## src/rtl/mdu_ctrl.sv

```systemverilog
// Multiply/divide sequencer for the EX stage: fixed-latency multiply, 32-step
// restoring divide, mthi/mtlo moves, and ownership of the HI/LO registers.
module mdu_ctrl #(
    parameter int MUL_CYCLES = 2
) (
    input  logic        clk,
    input  logic        resetn,
    input  logic        flush,
    input  logic        ex_valid,
    input  logic        mult,
    input  logic        div,
    input  logic        mdsign,
    input  logic [1:0]  hilowen,
    input  logic [31:0] rs_val,
    input  logic [31:0] rt_val,
    output logic        md_stall,
    output logic        md_done,
    output logic [31:0] hi,
    output logic [31:0] lo
);

    typedef enum logic [2:0] {
        S_IDLE,
        S_MUL,
        S_DIV,
        S_FIX,
        S_DONE
    } state_t;

    localparam logic [2:0] CNT_INIT = 3'(MUL_CYCLES - 1);

    state_t      r_state;
    logic [2:0]  r_cnt;
    logic [4:0]  r_step;
    logic [31:0] r_hi;
    logic [31:0] r_lo;
    logic        r_md_done;

    logic [31:0] r_opa;
    logic [31:0] r_opb;
    logic [31:0] r_rem;
    logic        r_sign;
    logic        r_neg_q;
    logic        r_neg_r;

    logic        w_idle;
    logic        w_start;
    logic        w_mv;
    logic signed [63:0] w_mul_a;
    logic signed [63:0] w_mul_b;
    logic signed [63:0] w_prod;
    logic [32:0] w_shift;
    logic [31:0] w_diff;
    logic        w_qbit;
    logic [31:0] w_rem_nxt;

    function automatic logic [31:0] f_neg_if(input logic [31:0] v, input logic neg);
        return neg ? (~v + 32'd1) : v;
    endfunction

    // 0x80000000 maps to itself, which is the correct unsigned magnitude.
    function automatic logic [31:0] f_mag(input logic [31:0] v, input logic sgn);
        return f_neg_if(v, sgn & v[31]);
    endfunction

    assign w_idle  = (r_state == S_IDLE);
    assign w_start = resetn && ex_valid && (mult || div) && !flush && w_idle;
    assign w_mv    = resetn && ex_valid && !mult && !div && (|hilowen) && !flush && w_idle;

    assign md_stall = w_start || (r_state == S_MUL) || (r_state == S_DIV) ||
                      (r_state == S_FIX);
    assign md_done  = r_md_done;
    assign hi       = r_hi;
    assign lo       = r_lo;

    assign w_mul_a = {{32{r_sign & r_opa[31]}}, r_opa};
    assign w_mul_b = {{32{r_sign & r_opb[31]}}, r_opb};
    assign w_prod  = w_mul_a * w_mul_b;

    // Restoring step: the remainder always stays below the divisor, so the
    // 33rd bit only matters for the compare, never for the stored remainder.
    assign w_shift   = {r_rem, r_opa[31]};
    assign w_qbit    = (w_shift >= {1'b0, r_opb});
    assign w_diff    = w_shift[31:0] - r_opb;
    assign w_rem_nxt = w_qbit ? w_diff : w_shift[31:0];

    always_ff @(posedge clk) begin
        if (w_start) begin
            r_sign <= mdsign;
            r_rem  <= '0;
            if (mult) begin
                r_opa <= rs_val;
                r_opb <= rt_val;
            end else begin
                r_opa   <= f_mag(rs_val, mdsign);
                r_opb   <= f_mag(rt_val, mdsign);
                r_neg_q <= mdsign & (rs_val[31] ^ rt_val[31]);
                r_neg_r <= mdsign & rs_val[31];
            end
        end else if (r_state == S_DIV) begin
            r_rem <= w_rem_nxt;
            r_opa <= {r_opa[30:0], w_qbit};
        end
    end

    // Flush beats every HI/LO write except in DONE, where the result is committed.
    always_ff @(posedge clk or negedge resetn) begin
        if (!resetn) begin
            r_state   <= S_IDLE;
            r_cnt     <= '0;
            r_step    <= '0;
            r_hi      <= '0;
            r_lo      <= '0;
            r_md_done <= 1'b0;
        end else begin
            r_md_done <= 1'b0;
            case (r_state)
                S_IDLE: begin
                    if (w_start) begin
                        if (mult) begin
                            r_state <= S_MUL;
                            r_cnt   <= CNT_INIT;
                        end else begin
                            r_state <= S_DIV;
                            r_step  <= 5'd31;
                        end
                    end else if (w_mv) begin
                        if (hilowen[1]) r_hi <= rs_val;
                        if (hilowen[0]) r_lo <= rs_val;
                    end
                end
                S_MUL: begin
                    if (flush) begin
                        r_state <= S_IDLE;
                    end else if (r_cnt != 3'd0) begin
                        r_cnt <= r_cnt - 3'd1;
                    end else begin
                        r_hi      <= w_prod[63:32];
                        r_lo      <= w_prod[31:0];
                        r_state   <= S_DONE;
                        r_md_done <= 1'b1;
                    end
                end
                S_DIV: begin
                    if (flush) begin
                        r_state <= S_IDLE;
                    end else if (r_step == 5'd0) begin
                        r_state <= S_FIX;
                    end else begin
                        r_step <= r_step - 5'd1;
                    end
                end
                S_FIX: begin
                    if (flush) begin
                        r_state <= S_IDLE;
                    end else begin
                        r_lo      <= f_neg_if(r_opa, r_neg_q);
                        r_hi      <= f_neg_if(r_rem, r_neg_r);
                        r_state   <= S_DONE;
                        r_md_done <= 1'b1;
                    end
                end
                S_DONE: begin
                    r_state <= S_IDLE;
                end
                default: begin
                    r_state <= S_IDLE;
                end
            endcase
        end
    end

endmodule

```

## config.mk

```make
export PLATFORM = sky130hd
export DESIGN_NAME = mdu_ctrl
export DESIGN_NICKNAME = d
export VERILOG_FILES = /design/src/rtl/mdu_ctrl.sv
export SDC_FILE = /design/constraint.sdc
export NUM_CORES = 2
export LEC_CHECK = 0
export BUFFER_PORTS_ARGS = -buffer_cell sky130_fd_sc_hd__buf_4
export CAP_MARGIN = 10
export CELL_PAD_IN_SITES_DETAIL_PLACEMENT = 0
export CELL_PAD_IN_SITES_GLOBAL_PLACEMENT = 2
export CORE_UTILIZATION = 45
export DETAILED_ROUTE_END_ITERATION = 12
export PLACE_DENSITY_LB_ADDON = 0.1
export SLEW_MARGIN = 0
export SYNTH_ARGS = -nofsm -noshare
export SYNTH_HDL_FRONTEND = slang
export SYNTH_SLANG_ARGS = --single-unit
```

## constraint.sdc

```tcl
create_clock -name clk -period 14.4 [get_ports clk]
set_input_delay 2.88 -clock clk [delete_from_list [all_inputs] [get_ports clk]]
set_output_delay 2.88 -clock clk [all_outputs]
set_load 0.02 [all_outputs]
```

==> impl_results.md <==
- Gr busiest metal: met2
- Die area: 112000 µm²
- # DRC: 0
- Routed len/inst: 23.9 µm
- Placed Instance Area: about 52000 µm²
- Post-DRT Antenna Nets: 0
- Cts repair resizes: 0
- Initial antenna violation count: 7
- Grt total ovfl: 0
- Share of cells above drive strength 1: 5.45%
- Most common cell after layout, fill and taps aside: inv_1
- CP Data Required Time: 14.77 ns
- H-tree Lvls: 4
- CP Max Fanout: 22
- Avg Cell Area, Syn: between 8 and 9 µm²
- Maximum buffer depth of the clock tree: 2
- CTS tree: built
- Syn_nets: 7075
- Worst-Skew Late Latency: roughly 0.52 ns
- CTS clock-pin slew for the worst setup and hold paths: 0.10 ns
- Max Clock Skew: ~0.026 ns
- Clock root buffer: clkbuf_16
- Final nets: approximately 7000
- CTS hold repair buffers: 0
- Fraction of registers with async set/reset: a little over two fifths
- Fmax: 104 MHz
- Largest net degree at the start of global routing: 64
- Die X: 334 µm
- Final hold viol count: 0
- Via count: 38200
- DP Wirelength: 134000 µm
- First-pass iteration count of the detailed router: 7
- RePlAce Congestion: around 0.9
- Initial Util: 45.6%
- Outcome: completed
- CTS sink cnt: 175
- Global routing usage on met1: 42.8%
- Fin Hold WS: 0.487 ns
- Tcrit/Tclk final: 66.5%
- CP max stage delay: around 0.88 ns
- Inst Count DP: 7004
- HP Class: flop to flop
- Met3 Usage GRT: 4.31%
- GR Layer Usage met2: a little over half
- Layout fillers: 10800
- GRT Resource Usage Total: 31.6%
- Synthesized flop and latch total: 175
- DR iter-0 viols: 2399
- FF-to-FF path depth: 28
- Vias in the first global route: 40600
- Part of the Yosys area used for sequential elements: under 10%
- Post-Syn Instances: about 5600
- EDFF count, synth: 67
- Ys flop type: dfrtp_1
- Port bufs: 138
- Max transition margin: between 20% and 30%
- Post-layout minimum cycle time: between 9 and 10 ns
- Final Max Slew Viols: 0
- Ports: between 100 and 150
- Library cells used by synthesis: 77
- Setup bufs post-CTS: 0
- Number of CTS-inserted buffers: 17
- Max-Cap Viols: 0
- RSZ-0062 raised after global routing: false
- First-pass GRT wire length: 261000 µm
- Actual slew at the worst max-slew pin: 1.14 ns
- Std cell rows: 121
- Final setup fails: 0
- Hold path cells: 2
- Area leader, netlist: fa_1
- Critical path's slowest cell: fa_1
- Mapped cell area: 49700 µm²
- Crit path capture type: flop
- Die height: 334 µm
- Setup_tns: 0 ns
- YS warnings: 0
- Most frequent cells in the layout: inv_1 (1185), fa_1 (1126), nand2_1 (927)
- Critical path class: flop to flop
- Post-route cell area: 52800 µm²
- Synth top area share: between 40% and 50%
- Synth area leaders: fa_1 (45%), inv_1 (9.0%), nand2_1 (7.0%)
- Final wirelength: 168000 µm
- Via density: approximately 5.4
- Nature of the critical path startpoint: flop
- Layout Cells excl Fill: 7040
- Critical path arrival: 9.95 ns
- Area Overhead vs Synth: 6.12%
- Core area: 109000 µm²
routing by layer:
layer,share of wire [%],wire length (µm)
met4,3.5,5940
met3,5.6,9480
met2,48,80400
met1,43,72500
met5,0.0077,13
cell usage after synthesis (18+ instances only):
cell / n
dfrtp_1: 76
nand2_1: 928
dfxtp_1: 32
a21oi_1: 138
a31oi_1: 18
nand3_1: 45
ha_1: 253
fa_1: 1126
and2_1: 305
clkbuf_1: 290
a211oi_1: 22
inv_1: 1187
a21o_1: 64
o31ai_1: 28
buf_1: 38
edfxtp_1: 67
mux2i_1: 21
xor2_1: 86
o211ai_1: 19
o21ai_0: 203
xnor2_1: 130
and3_1: 35
nor3_1: 40
nor4_1: 24
nor2_1: 209
critical path: cells and delay by family (launching register included):
kind | cells | cell delay (ns)
AOI/OAI and AO/OA | 6 | 1.42
xor gates and xnor gates | 1 | 0.17
adders and majority gates | 9 | 4.68
buffers and inverters | 8 | 1.12
DFF | 1 | 0.85
and+or+nand+nor | 4 | 1.17
cell families after synthesis:
kind of cell | Yosys count | share of synthesized area (%)
adders and majority gates | 1379 | 51.7
muxes | 21 | 0.423
and+or+nand+nor | 1693 | 15.5
DFF | 175 | 9.16
xor gates and xnor gates | 216 | 3.80
buffers and inverters | 1518 | 11.5
AOI/OAI and AO/OA | 621 | 7.92
flip-flops by register name, summed over array words and instances (netlist names), 3 cells and up:
name     count
r_opb       32
hi          32
r_state      3
lo          32
r_rem       32
r_opa       32
r_step       5
r_cnt        3
cell type report:
class / count / area (µm²) / area share (%)
Multi-Input combinational cell: 3930 / 39500 / 74.9
Sequential cell: 175 / 4560 / 8.63
Inverter: 1188 / 4460 / 8.45
Tap cell: 1476 / 1850 / 3.50
Timing Repair Buffer: 235 / 1760 / 3.34
Clock buffer: 20 / 458 / 0.868
Clock inverter: 12 / 158 / 0.299
Antenna cell: 4 / 10.0 / 0.0190
per-stage QoR:
stage                     setup WS [ns]  util (%)
after detailed placement           4.96      47.8
after global placement             5.11      47.8
final                              4.82      48.3
after global routing               4.19      48.3
after CTS                          4.89      48.3
after floorplan                    6.03         -
path summary, 6_finish.rpt:
check | end | startpoint | slack, ns
max in group asynchronous | hi[27] | resetn | 10.95
setup reg to reg | hi[30] | r_sign | 4.82
hold reg to reg | lo[6] | lo[6] | 0.49
hold / removal | lo[6] | lo[6] | 0.49
min in group asynchronous | lo[23] | resetn | 2.27
setup / recovery | hi[30] | r_sign | 4.82
Power is left out: the tool's default activity adds up to more than one toggle a clock period on the data nets, which glitch-free logic cannot reach.
